$ cat config.mk
export PLATFORM = sky130hd
export DESIGN_NAME = dram_arbiter
export DESIGN_NICKNAME = d
export VERILOG_FILES = /design/src/rtl/dram_arbiter_pkg.sv /design/src/rtl/dram_arbiter_rr_arbiter.sv /design/src/rtl/dram_arbiter.sv
export SDC_FILE = /design/constraint.sdc
export NUM_CORES = 1
export LEC_CHECK = 0
export BUFFER_PORTS_ARGS = -buffer_cell sky130_fd_sc_hd__buf_2
export CORE_AREA = 2 2 175 177
export DETAILED_ROUTE_END_ITERATION = 8
export DIE_AREA = 0 0 177 179
export GPL_TIMING_DRIVEN = 0
export PLACE_DENSITY_LB_ADDON = 0.05
export REMOVE_ABC_BUFFERS = 1
export SLEW_MARGIN = 5
export SYNTH_ARGS = -nofsm -noshare
export SYNTH_HDL_FRONTEND = slang
export SYNTH_SLANG_ARGS = --single-unit
$ cat constraint.sdc
create_clock -name clk_i -period 6.25 [get_ports clk_i]
set_input_delay 0.9375 -clock clk_i [delete_from_list [all_inputs] [get_ports clk_i]]
set_output_delay 0.9375 -clock clk_i [all_outputs]
set_load 0.1 [all_outputs]
$ cat src/rtl/dram_arbiter_pkg.sv
// Shared types and sizing helpers for the dram_arbiter slice.
package dram_arbiter_pkg;

  // Arbiter sequencing: accept a request, wait one cycle for read data, then hold the response.
  typedef enum logic [1:0] {
    READY   = 2'd0,
    RD_WAIT = 2'd1,
    RESP    = 2'd2
  } dram_arb_state_e;

  // Number of bytes in one data word.
  function automatic int byte_count(input int data_width);
    return data_width / 8;
  endfunction

  // Number of low address bits that select a byte within one data word.
  function automatic int offset_width(input int data_width);
    return $clog2(data_width / 8);
  endfunction

endpackage

$ cat src/rtl/dram_arbiter_rr_arbiter.sv
// Reusable round-robin arbiter: one-hot grant searched from the slot after the last winner.
module rr_arbiter #(
  parameter int num_req_p = 2
) (
  input  logic                         clk_i,
  input  logic                         reset_i,
  input  logic [num_req_p-1:0]         req_i,
  input  logic                         en_i,
  output logic [num_req_p-1:0]         grant_o,
  output logic [$clog2(num_req_p)-1:0] grant_id_o,
  output logic                         grant_v_o
);

  localparam int id_width_lp = $clog2(num_req_p);

  logic [id_width_lp-1:0] last_r;
  logic [id_width_lp-1:0] cand;

  // Walk the requesters starting just after the last winner and take the first valid one.
  always_comb begin
    // NOTE: every combinational output gets a default before any branch, so no path leaves it unassigned and no latch is inferred.
    grant_o    = '0;
    grant_id_o = '0;
    grant_v_o  = 1'b0;
    cand       = last_r;
    for (int k = 0; k < num_req_p; k++) begin
      if (cand == id_width_lp'(num_req_p - 1)) cand = '0;
      else                                     cand = cand + 1'b1;
      if (en_i && !grant_v_o && req_i[cand]) begin
        grant_v_o     = 1'b1;
        grant_id_o    = cand;
        grant_o[cand] = 1'b1;
      end
    end
  end

  // Remember the winner so it has lowest priority next time; reset favours requester 0.
  always_ff @(posedge clk_i) begin
    // NOTE: registered state is updated with non-blocking assignments so every flop samples pre-edge values.
    if (reset_i)        last_r <= id_width_lp'(num_req_p - 1);
    else if (grant_v_o) last_r <= grant_id_o;
  end

endmodule

$ cat src/rtl/dram_arbiter.sv
// Shares the single-port dram between several requesters: round-robin grant,
// address rebasing/range check, one outstanding transaction, held response.
module dram_arbiter
  import dram_arbiter_pkg::*;
#(
  parameter int                      num_req_p          = 2,
  parameter int                      data_width_p       = 64,
  parameter int                      addr_width_p       = 32,
  parameter logic [addr_width_p-1:0] dram_base_p        = 32'h8000_0000,
  parameter longint                  mem_cap_in_bytes_p = 64'd268435456
) (
  input  logic                                  clk_i,
  input  logic                                  reset_i,
  input  logic [num_req_p-1:0]                  req_v_i,
  input  logic [num_req_p-1:0]                  req_w_i,
  input  logic [num_req_p*addr_width_p-1:0]     req_addr_i,
  input  logic [num_req_p*data_width_p-1:0]     req_data_i,
  input  logic [num_req_p*(data_width_p/8)-1:0] req_mask_i,
  output logic [num_req_p-1:0]                  req_yumi_o,
  output logic [num_req_p-1:0]                  resp_v_o,
  output logic [data_width_p-1:0]               resp_data_o,
  output logic                                  resp_err_o,
  input  logic [num_req_p-1:0]                  resp_yumi_i,
  output logic                                  dram_v_o,
  output logic                                  dram_w_o,
  output logic [addr_width_p-1:0]               dram_addr_o,
  output logic [data_width_p-1:0]               dram_data_o,
  output logic [data_width_p/8-1:0]             dram_mask_o,
  input  logic [data_width_p-1:0]               dram_data_i
);

  localparam int bytes_lp    = byte_count(data_width_p);
  localparam int off_lp      = offset_width(data_width_p);
  localparam int id_width_lp = $clog2(num_req_p);

  // Range arithmetic is one bit wider than the address so nothing wraps.
  localparam logic [addr_width_p:0]   base_ext_lp   = {1'b0, dram_base_p};
  localparam logic [addr_width_p:0]   cap_ext_lp    = (addr_width_p + 1)'(mem_cap_in_bytes_p);
  localparam logic [addr_width_p:0]   bytes_ext_lp  = (addr_width_p + 1)'(bytes_lp);
  localparam logic [addr_width_p-1:0] align_mask_lp = ~(addr_width_p'((1 << off_lp) - 1));

  dram_arb_state_e state_r, state_n;

  logic [id_width_lp-1:0]  owner_r;
  logic [data_width_p-1:0] resp_data_r;
  logic                    resp_err_r;

  logic [num_req_p-1:0]    grant;
  logic [id_width_lp-1:0]  grant_id;
  logic                    grant_v;
  logic                    grant_en;

  logic                      sel_w;
  logic [addr_width_p-1:0]   sel_addr;
  logic [data_width_p-1:0]   sel_data;
  logic [data_width_p/8-1:0] sel_mask;
  logic [addr_width_p:0]     addr_ext;
  logic [addr_width_p:0]     offset_ext;
  logic                      in_range;
  logic                      issue;

  // Grants are only offered when idle; reset also suppresses them so outputs stay quiet.
  assign grant_en = (state_r == READY) && !reset_i;

  rr_arbiter #(
    .num_req_p (num_req_p)
  ) u_rr (
    .clk_i      (clk_i),
    .reset_i    (reset_i),
    .req_i      (req_v_i),
    .en_i       (grant_en),
    .grant_o    (grant),
    .grant_id_o (grant_id),
    .grant_v_o  (grant_v)
  );

  // One-hot mux of the granted requester's fields.
  always_comb begin
    sel_w    = 1'b0;
    sel_addr = '0;
    sel_data = '0;
    sel_mask = '0;
    for (int i = 0; i < num_req_p; i++) begin
      if (grant[i]) begin
        sel_w    = req_w_i[i];
        sel_addr = req_addr_i[i*addr_width_p +: addr_width_p];
        sel_data = req_data_i[i*data_width_p +: data_width_p];
        sel_mask = req_mask_i[i*bytes_lp +: bytes_lp];
      end
    end
  end

  assign addr_ext   = {1'b0, sel_addr};
  assign offset_ext = addr_ext - base_ext_lp;
  assign in_range   = (addr_ext >= base_ext_lp) && ((offset_ext + bytes_ext_lp) <= cap_ext_lp);
  assign issue      = grant_v && in_range;

  assign req_yumi_o  = grant;
  assign dram_v_o    = issue;
  assign dram_w_o    = issue && sel_w;
  assign dram_addr_o = issue ? (offset_ext[addr_width_p-1:0] & align_mask_lp) : '0;
  assign dram_data_o = issue ? sel_data : '0;
  assign dram_mask_o = issue ? sel_mask : '0;

  assign resp_data_o = (state_r == RESP) ? resp_data_r : '0;
  assign resp_err_o  = (state_r == RESP) && resp_err_r;

  // Response valid is steered to the owner only while the response is held.
  always_comb begin
    resp_v_o = '0;
    if (state_r == RESP) resp_v_o[owner_r] = 1'b1;
  end

  // Next-state: reads take a data-wait cycle, writes and errors go straight to the response.
  always_comb begin
    state_n = state_r;
    unique case (state_r)
      READY:   if (grant_v) state_n = (in_range && !sel_w) ? RD_WAIT : RESP;
      RD_WAIT: state_n = RESP;
      RESP:    if (resp_yumi_i[owner_r]) state_n = READY;
      default: state_n = READY;
    endcase
  end

  // State register.
  always_ff @(posedge clk_i) begin
    if (reset_i) state_r <= READY;
    else         state_r <= state_n;
  end

  // Response registers: owner and error set at grant, read data captured in the wait cycle.
  always_ff @(posedge clk_i) begin
    if (reset_i) begin
      owner_r     <= '0;
      resp_data_r <= '0;
      resp_err_r  <= 1'b0;
    end else begin
      if (state_r == READY && grant_v) begin
        owner_r     <= grant_id;
        resp_data_r <= '0;
        resp_err_r  <= !in_range;
      end else if (state_r == RD_WAIT) begin
        resp_data_r <= dram_data_i;
      end
    end
  end

endmodule

==> After elaboration in Yosys (flattened, before gate mapping) <==
Cells that the tools add are included.
{ "classes": {"mux": 37, "n_reduce_logical": 20, "addsub": 4, "bitwise_logic": 1, "n_lt_le_gt_ge": 8, "n_eq_ne": 4} }
{ "ops": {"columns": ["operator", "n"], "rows": [
  ["2-to-1 mux 64 bit", 4],
  ["2-to-1 mux 32 bit", 3],
  ["adder 33 x 4 -> 33 bit, second input constant", 1],
  ["less-or-equal comparator 33 x 29 -> 1 bit, second input constant", 1],
  ["subtractor 32 x 32 -> 33 bit, second input constant", 1],
  ["greater-or-equal comparator 32 bit, second input constant", 1],
  ["2-to-1 mux 8 bit", 3],
  ["2-to-1 mux 1 bit", 17],
  ["logical AND 1 bit", 13],
  ["2-to-1 mux 2 bit", 6],
  ["< comparator 1 x 2 -> 1 bit, second input constant", 3],
  ["one-hot mux 2 bit (3 select lines)", 1],
  ["zero test 1 bit", 4],
  ["demux 1 bit (select 1 bit)", 3],
  ["greater-or-equal comparator 1 bit, second input constant", 3],
  ["adder 1 bit, second input constant", 2],
  ["== test 2 x 1 -> 1 bit, second input constant", 1],
  ["== test 2 bit, second input constant", 1],
  ["zero test 2 bit", 1],
  ["inequality test 2 x 1 -> 1 bit, second input constant", 1],
  ["inequality test 2 bit, second input constant", 1],
  ["bitwise OR 2 bit", 1],
  ["AND reduction 2 bit", 1],
  ["OR reduction 2 bit", 1]
]} }
{ "totals": {"out_inout_bits": 175, "reg_bits": 69, "in_bits": 280, "wordCells": 79} }

==> Logic depth before layout (Yosys ltp) <==
{ "logic_depth": {"ltp_word": 20, "ltp_mapped": 20, "depth_no_buf": 16} }

==> Modules after synthesis <==
A second synthesis with hierarchy kept.
{ "hier_totals": {"cells_unflattened": 829, "area_unflattened_um2": 5507.8} }
{ "modules_own_cells": {"columns": ["mod", "area_each_um2", "n_inst", "cells_per_inst"], "rows": [
  ["dram_arbiter", 5436.5, 1, 819],
  ["rr_arbiter", 71.3, 1, 10]
]} }

==> Worst setup path before layout <==
No wires, ideal clock.
{ "synth_path": {"kind": "in2out", "startpoint": "input reset_i", "endpoint": "output dram_addr_o[10]", "arrival_time_ns": 5.904, "setup_slack_ns": -0.591, "path_buffers": 6, "cell_stages": 20, "cell_sequence": "clkbuf_1 -> nor3_4 -> and3_1 -> clkbuf_1 -> buf_2 -> buf_2 -> nand2_1 -> nand2_1 -> ha_1 -> inv_1 -> a21oi_2 -> nand4_2 -> or3_1 -> xnor2_1 -> a31oi_1 -> or4b_1 -> a21o_1 -> buf_6 -> buf_6 -> a21oi_1"} }
{ "synth_via": {"elab_chain_len": 16, "word_cells_on_any_way": 20, "classes_between": "add/sub (2); order compare (2); mux (7); bitwise (1); reduce/logical (8)"} }
{ "synth_lines": {"columns": ["item", "line_no", "rtl"], "rows": [
  ["from (decl)", "dram_arbiter.sv:13", "input logic reset_i,"],
  ["zero test 1 bit (*)", "dram_arbiter.sv:63", "assign grant_en = (state_r == READY) && !reset_i;"],
  ["logical AND 1 bit (*)", "dram_arbiter.sv:63", null],
  ["logical AND 1 bit", "dram_arbiter_rr_arbiter.sv:29", "if (en_i && !grant_v_o && req_i[cand]) begin"],
  ["2-to-1 mux 1 bit", "dram_arbiter_rr_arbiter.sv:29", null],
  ["zero test 1 bit", "dram_arbiter_rr_arbiter.sv:29", null],
  ["logical AND 1 bit (2 in a row)", "dram_arbiter_rr_arbiter.sv:29", null],
  ["2-to-1 mux 2 bit", "dram_arbiter_rr_arbiter.sv:29", null],
  ["2-to-1 mux 32 bit (2 in a row)", "dram_arbiter.sv:84", "if (grant[i]) begin"],
  ["subtractor 32 x 32 -> 33 bit", "dram_arbiter.sv:94", "assign offset_ext = addr_ext - base_ext_lp;"],
  ["adder 33 x 4 -> 33 bit", "dram_arbiter.sv:95", "assign in_range = (addr_ext >= base_ext_lp) && ((offset_ext + bytes_ext_lp) <= cap_ext_lp);"],
  ["less-or-equal comparator 33 x 29 -> 1 bit", "dram_arbiter.sv:95", null],
  ["logical AND 1 bit", "dram_arbiter.sv:95", null],
  ["logical AND 1 bit", "dram_arbiter.sv:96", "assign issue = grant_v && in_range;"],
  ["2-to-1 mux 32 bit (*)", "dram_arbiter.sv:101", "assign dram_addr_o = issue ? (offset_ext[addr_width_p-1:0] & align_mask_lp) : '0;"],
  ["to (decl)", "dram_arbiter.sv:26", "output logic [addr_width_p-1:0] dram_addr_o,"]
]} }
Every way passes the cells marked *; elsewhere a longest branch is shown, timed or not.

==> Worst setup path after layout <==
{ "layout_path": {"startpoint": "input req_v_i[0]", "endpoint": "output dram_data_o[0]"} }
{ "layout_via": {"elab_chain_len": 16, "word_cells_on_any_way": 24, "classes_between": "add/sub (2); order compare (2); mux (13); bitwise (1); reduce/logical (6)"} }
{ "layout_lines": {"columns": ["item", "line_no", "rtl"], "rows": [
  ["from (decl)", "dram_arbiter.sv:14", "input logic [num_req_p-1:0] req_v_i,"],
  ["2-to-1 mux 1 bit (not written as such) (2 in a row)", "dram_arbiter_rr_arbiter.sv:29", null],
  ["logical AND 1 bit", "dram_arbiter_rr_arbiter.sv:29", null],
  ["2-to-1 mux 1 bit", "dram_arbiter_rr_arbiter.sv:29", null],
  ["zero test 1 bit", "dram_arbiter_rr_arbiter.sv:29", null],
  ["logical AND 1 bit (2 in a row)", "dram_arbiter_rr_arbiter.sv:29", null],
  ["2-to-1 mux 2 bit", "dram_arbiter_rr_arbiter.sv:29", null],
  ["2-to-1 mux 32 bit (2 in a row)", "dram_arbiter.sv:84", null],
  ["subtractor 32 x 32 -> 33 bit", "dram_arbiter.sv:94", null],
  ["adder 33 x 4 -> 33 bit", "dram_arbiter.sv:95", null],
  ["less-or-equal comparator 33 x 29 -> 1 bit", "dram_arbiter.sv:95", null],
  ["logical AND 1 bit", "dram_arbiter.sv:95", null],
  ["logical AND 1 bit", "dram_arbiter.sv:96", null],
  ["2-to-1 mux 64 bit (*)", "dram_arbiter.sv:102", "assign dram_data_o = issue ? sel_data : '0;"],
  ["to (decl)", "dram_arbiter.sv:27", "output logic [data_width_p-1:0] dram_data_o,"]
]} }
Every way passes the cells marked *; elsewhere a longest branch is shown, timed or not. The select of a mux whose other input is x is not followed.

==> run summary <==
The run finished with clean final reports. The first global-routing pass estimated between 40,000 and 50,000 um of wire. The standard cell area after detailed placement came out at 7970 um^2. The largest clock skew in the final design came out at 0.00617 ns. Each instance of the synthesized netlist takes up on average roughly 7 um^2. The cell count of the worst reg-to-reg path is 13. The core area is between 30,000 and 40,000 um^2. The ratio of cells with drive above 1 in the final layout is 43.2%. The stage delay of the slowest cell on the critical path is approximately 0.55 ns. The most critical setup path has its startpoint at req_v_i[0]. The accumulated negative setup slack is 0 ns. The die covers ~32,000 um^2. The pin slew with the least headroom to its limit is 0.847 ns. The number of antenna violations at the first check in global routing came out at 11. The remaining global-route overflow came out at 0. The normalized max-slew margin came out at about 44%. The number of H-tree branching levels is 3. The synthesized netlist cell count is 805.

The buffer depth of the longest clock path is 2. The number of global-route vias before repair is just over 7,000. The cell area that synthesis handed to floorplanning was 5480 um^2. The synthesis warning total is 0. The die boundary width is ~180 um. After detailed routing, the number of remaining DRC violations is 0. The worst setup path is of the in -> out kind. Among all flip-flop cells after synthesis, the most frequent one is sky130_fd_sc_hd__dfxtp_1. The starting density of the core is ~18%. The I/O pin count came out at around 460.

The worst hold-check slack came out at between 0.4 and 0.5 ns. The share of power burned in registers is about 32%. The count of standard-cell rows is between 60 and 70. The launch point of the worst hold path is resp_data_r[10]. Counting flops with a built-in enable in the synthesized netlist gives 0. Of all flip-flops after synthesis, the portion carrying an async set or reset was 0%. In this run, synthesis produced a sequential element count of just under 70.

For this design, the slowest cell found on the critical path is sky130_fd_sc_hd__or4b_4. The number of DRC markers in iteration 0 is between 300 and 400. The final routed wirelength across all metal layers came out at about 33,000 um. The count of antenna-violating nets left after detailed routing is 0.

STA classifies the critical path startpoint as a primary input. The layout overhead on the synthesized area came out at 62.6%. The number of setup violations in the final report came out at 0. The fill cell total of the finished layout is around 3,400. The count of hold-fix buffers inserted at cts came out at 0. In this run the worst path has a maximum fanout of roughly 70. The startpoint identified for the worst register-to-register timing path is state_r[0]. The switching share of total power is about a third. The area fraction of the dominant cell type after synthesis is 25.2%. The portion of total power attributed to the clock network came out at between 30% and 40%.

The number of pins with negative max-slew slack in the final report is 0. The cell depth of the worst hold path came out at 2. Setup slack on the worst reg-to-reg path comes out at around 2.0 ns. In this run the power density over the cells is ~160 nW/um^2. The data required time at the worst endpoint is around 5.3 ns. After synthesis, the cell types taking the most area are sky130_fd_sc_hd__dfxtp_1 (25%), sky130_fd_sc_hd__a22oi_1 (12%), sky130_fd_sc_hd__nand2_1 (10%). Global routing consumed, on the met2 layer, around a third of the routing resources. CTS placed an instance of sky130_fd_sc_hd__clkbuf_16 at the clock tree root. At the later pin of the worst-skew pair, clock insertion delay measures around 0.34 ns. The count of input and output buffers is 448. After the last flow step, the layout net total stands at 1,492. VDD sags by at most 0.122 mV. The largest net degree at the start of global routing came out at 73. The worst hold path belongs to the class reg -> reg. The routed via count came out at between 7,000 and 8,000. The worst setup path is captured at an output port.

The worst path uses 97.1% of the clock period. The number of clock sinks seen by CTS came out at 69. The count of endpoints failing hold in the final timing report is 0. The portion of the post-synthesis area used by sequential elements is between 20% and 30%. The fmax came out at about 0.16 GHz.

The pre-antenna-repair detailed-routing pass consisted of 5 iterations. Of all cell types, the one taking the most synthesized area is sky130_fd_sc_hd__dfxtp_1. The final weighted congestion in routability-driven placement came out at 0.761. The finished layout cell area is 8910 um^2. The half-perimeter wire length of the detailed placement result is 24,400 um. In the global route stage, met3 resource usage came out at 5.98%. Global routing used approximately 19% of the available tracks. The total leakage power came out at about 3.9 nW.

The end point of the most critical hold path is resp_data_r[10]. The global routing's busiest layer is met2. The signal on the critical path passes through buf_2, a21boi_4, nand2_4, clkinv_8, nand2_1, and2_4, inv_1, ha_1, inv_1, a21oi_4, buf_4, mux2_1, nand2_1, a21o_1, nor4_2, or4b_4, a21o_4, buf_16, nor2_4, buf_8. The count of different cell masters after synthesis came out at 66. The height of the chip is approximately 180 um. The met1 track demand over resource in global routing came out at between 20% and 30%.

The CTS tree is built. The design draws roughly 1.4 mW. The clock input transition at the sequential cells of the worst setup and hold paths is 0.05 ns.

In this run, CTS created clock tree buffers numbering 9. STA puts the critical path data arrival time at 5.13 ns. The net switching power figure came out at 0.484 mW.

In this run the critical register-to-register path is captured at resp_err_r. The detailed-route vias per instance came out at approximately 4.6. Of the total power, combinational logic draws between 20 and 30%. In the final routed layout, each cell accounts on average for 20.4 um. For the finished layout, the period the worst path requires is approximately 6.1 ns. The area of combinational cells with multiple inputs is between 3000 and 4000 um^2. The cell-internal power came out at around 0.9 mW. Across the run, the number of max-cap violations was 0. The sequential cell area in the final layout came out at approximately 1400 um^2.
-- cells in the final DEF (no fill, tap or decap), drive strengths merged, types with 11 or more instances in the layout --
cell type | netlist | routed
nand4 | 20 | 21
a21oi | 79 | 79
clkbuf | 42 | 11
dfxtp | 69 | 69
nor2 | 101 | 101
nand2 | 153 | 153
nand3 | 21 | 21
a22oi | 85 | 85
a22o | 11 | 11
and2 | 74 | 74
buf | 38 | 462
-- power groups by stage --
stage	logic [mW]	clock network, mW	registers (mW)
floorplan	0.219	0	0.459
global placement	0.391	0	0.460
detailed placement	0.396	0	0.461
CTS	0.416	0.557	0.452
global route	0.454	0.573	0.453
finish	0.418	0.533	0.452
-- registers in the layout (all words and copies together) (netlist names) --
name and count:
resp_data_r 64, owner_r 1, resp_err_r 1, u_rr.last_r 1, state_r 2
-- metrics by stage --
stage / setup slack [ns] / utilization, % / std cells
finish: 0.180 / 29.7 / 1617
global route: -0.0289 / 29.6 / 1613
CTS: 0.0000298 / 28.9 / 1606
detailed placement: -1.88 / 26.5 / 1579
global placement: -6.00 / 26.0 / 1574
floorplan: -3.79 / - / 730
-- how the worst max path moves through the flow --
stage	endpoint	slack, ns	cells after the start
3_5_place_dp	dram_data_o[0]	-1.88	19
2_1_floorplan	dram_addr_o[10]	-3.79	14
4_1_cts	dram_data_o[49]	0.00003	19
5_1_grt	dram_data_o[29]	-0.03	16
6_report	dram_data_o[0]	0.18	20
3_3_place_gp	dram_data_o[0]	-6.00	16
-- kinds of logic (layout without fill, tap and decap cells) --
family                     after synthesis  in the layout  share of synthesized area [%]
and+or+nand+nor                        412            416                           36.3
xor gates and xnor gates                 6              6                          0.960
AOI/OAI and AO/OA                      220            221                           27.3
adders and majority gates                2              2                          0.457
buffers and inverters                   89            489                           8.50
DFF                                     69             69                           25.2
other                                    1             12                         0.0685
muxes                                    6              6                           1.19
-- critical path: cells and delay by family --
family                     cells  cell delay [ns]
muxes                          1             0.19
and+or+nand+nor                7             1.70
buffers and inverters          7             1.39
AOI/OAI and AO/OA              4             0.62
adders and majority gates      1             0.18
-- cells in the mapped netlist (4+ instances only) --
cell and instances:
sky130_fd_sc_hd__nand2_1 153, sky130_fd_sc_hd__nor2_1 101, sky130_fd_sc_hd__a22oi_1 84, sky130_fd_sc_hd__a21oi_1 74, sky130_fd_sc_hd__and2_1 73, sky130_fd_sc_hd__dfxtp_1 69
sky130_fd_sc_hd__clkbuf_1 42, sky130_fd_sc_hd__nand3_1 21, sky130_fd_sc_hd__nand4_1 18, sky130_fd_sc_hd__buf_2 12, sky130_fd_sc_hd__a22o_1 11, sky130_fd_sc_hd__buf_6 11
sky130_fd_sc_hd__nor2b_1 10, sky130_fd_sc_hd__buf_4 9, sky130_fd_sc_hd__inv_1 7, sky130_fd_sc_hd__a41oi_1 6, sky130_fd_sc_hd__buf_1 6, sky130_fd_sc_hd__nor3_1 6
sky130_fd_sc_hd__a21oi_2 5, sky130_fd_sc_hd__a31oi_1 5, sky130_fd_sc_hd__and3_1 5, sky130_fd_sc_hd__xor2_1 5, sky130_fd_sc_hd__a21o_1 4, sky130_fd_sc_hd__nor4b_1 4
sky130_fd_sc_hd__o21ai_0 4
-- per-layer routing --
| layer | routed length, um | vias up |
|---|---|---|
| met4 | 545 | 4 |
| met5 | 27 | - |
| met3 | 2890 | 27 |
| li1 | - | 3650 |
| met1 | 13500 | 3445 |
| met2 | 16000 | 290 |
-- repair_timing --
action | CTS | global route
gates cloned | 6 | 1
gates resized for setup | 105 | 40
setup endpoints to repair | 100 | 99
pin swaps | 5 | 5
buffers inserted | 5 | 4
-- final cells by class --
type | instances | share of cell area [%]
clock buffers | 11 | 2.84
well taps | 396 | 5.56
flip-flops and latches | 69 | 15.5
repair buffers | 462 | 31.4
inverters | 9 | 0.520
clock inverters | 5 | 0.660
diodes | 6 | 0.169
repair inverters | 2 | 0.197
multi-input cells | 657 | 43.1
Power figures use the tool's default switching activity.
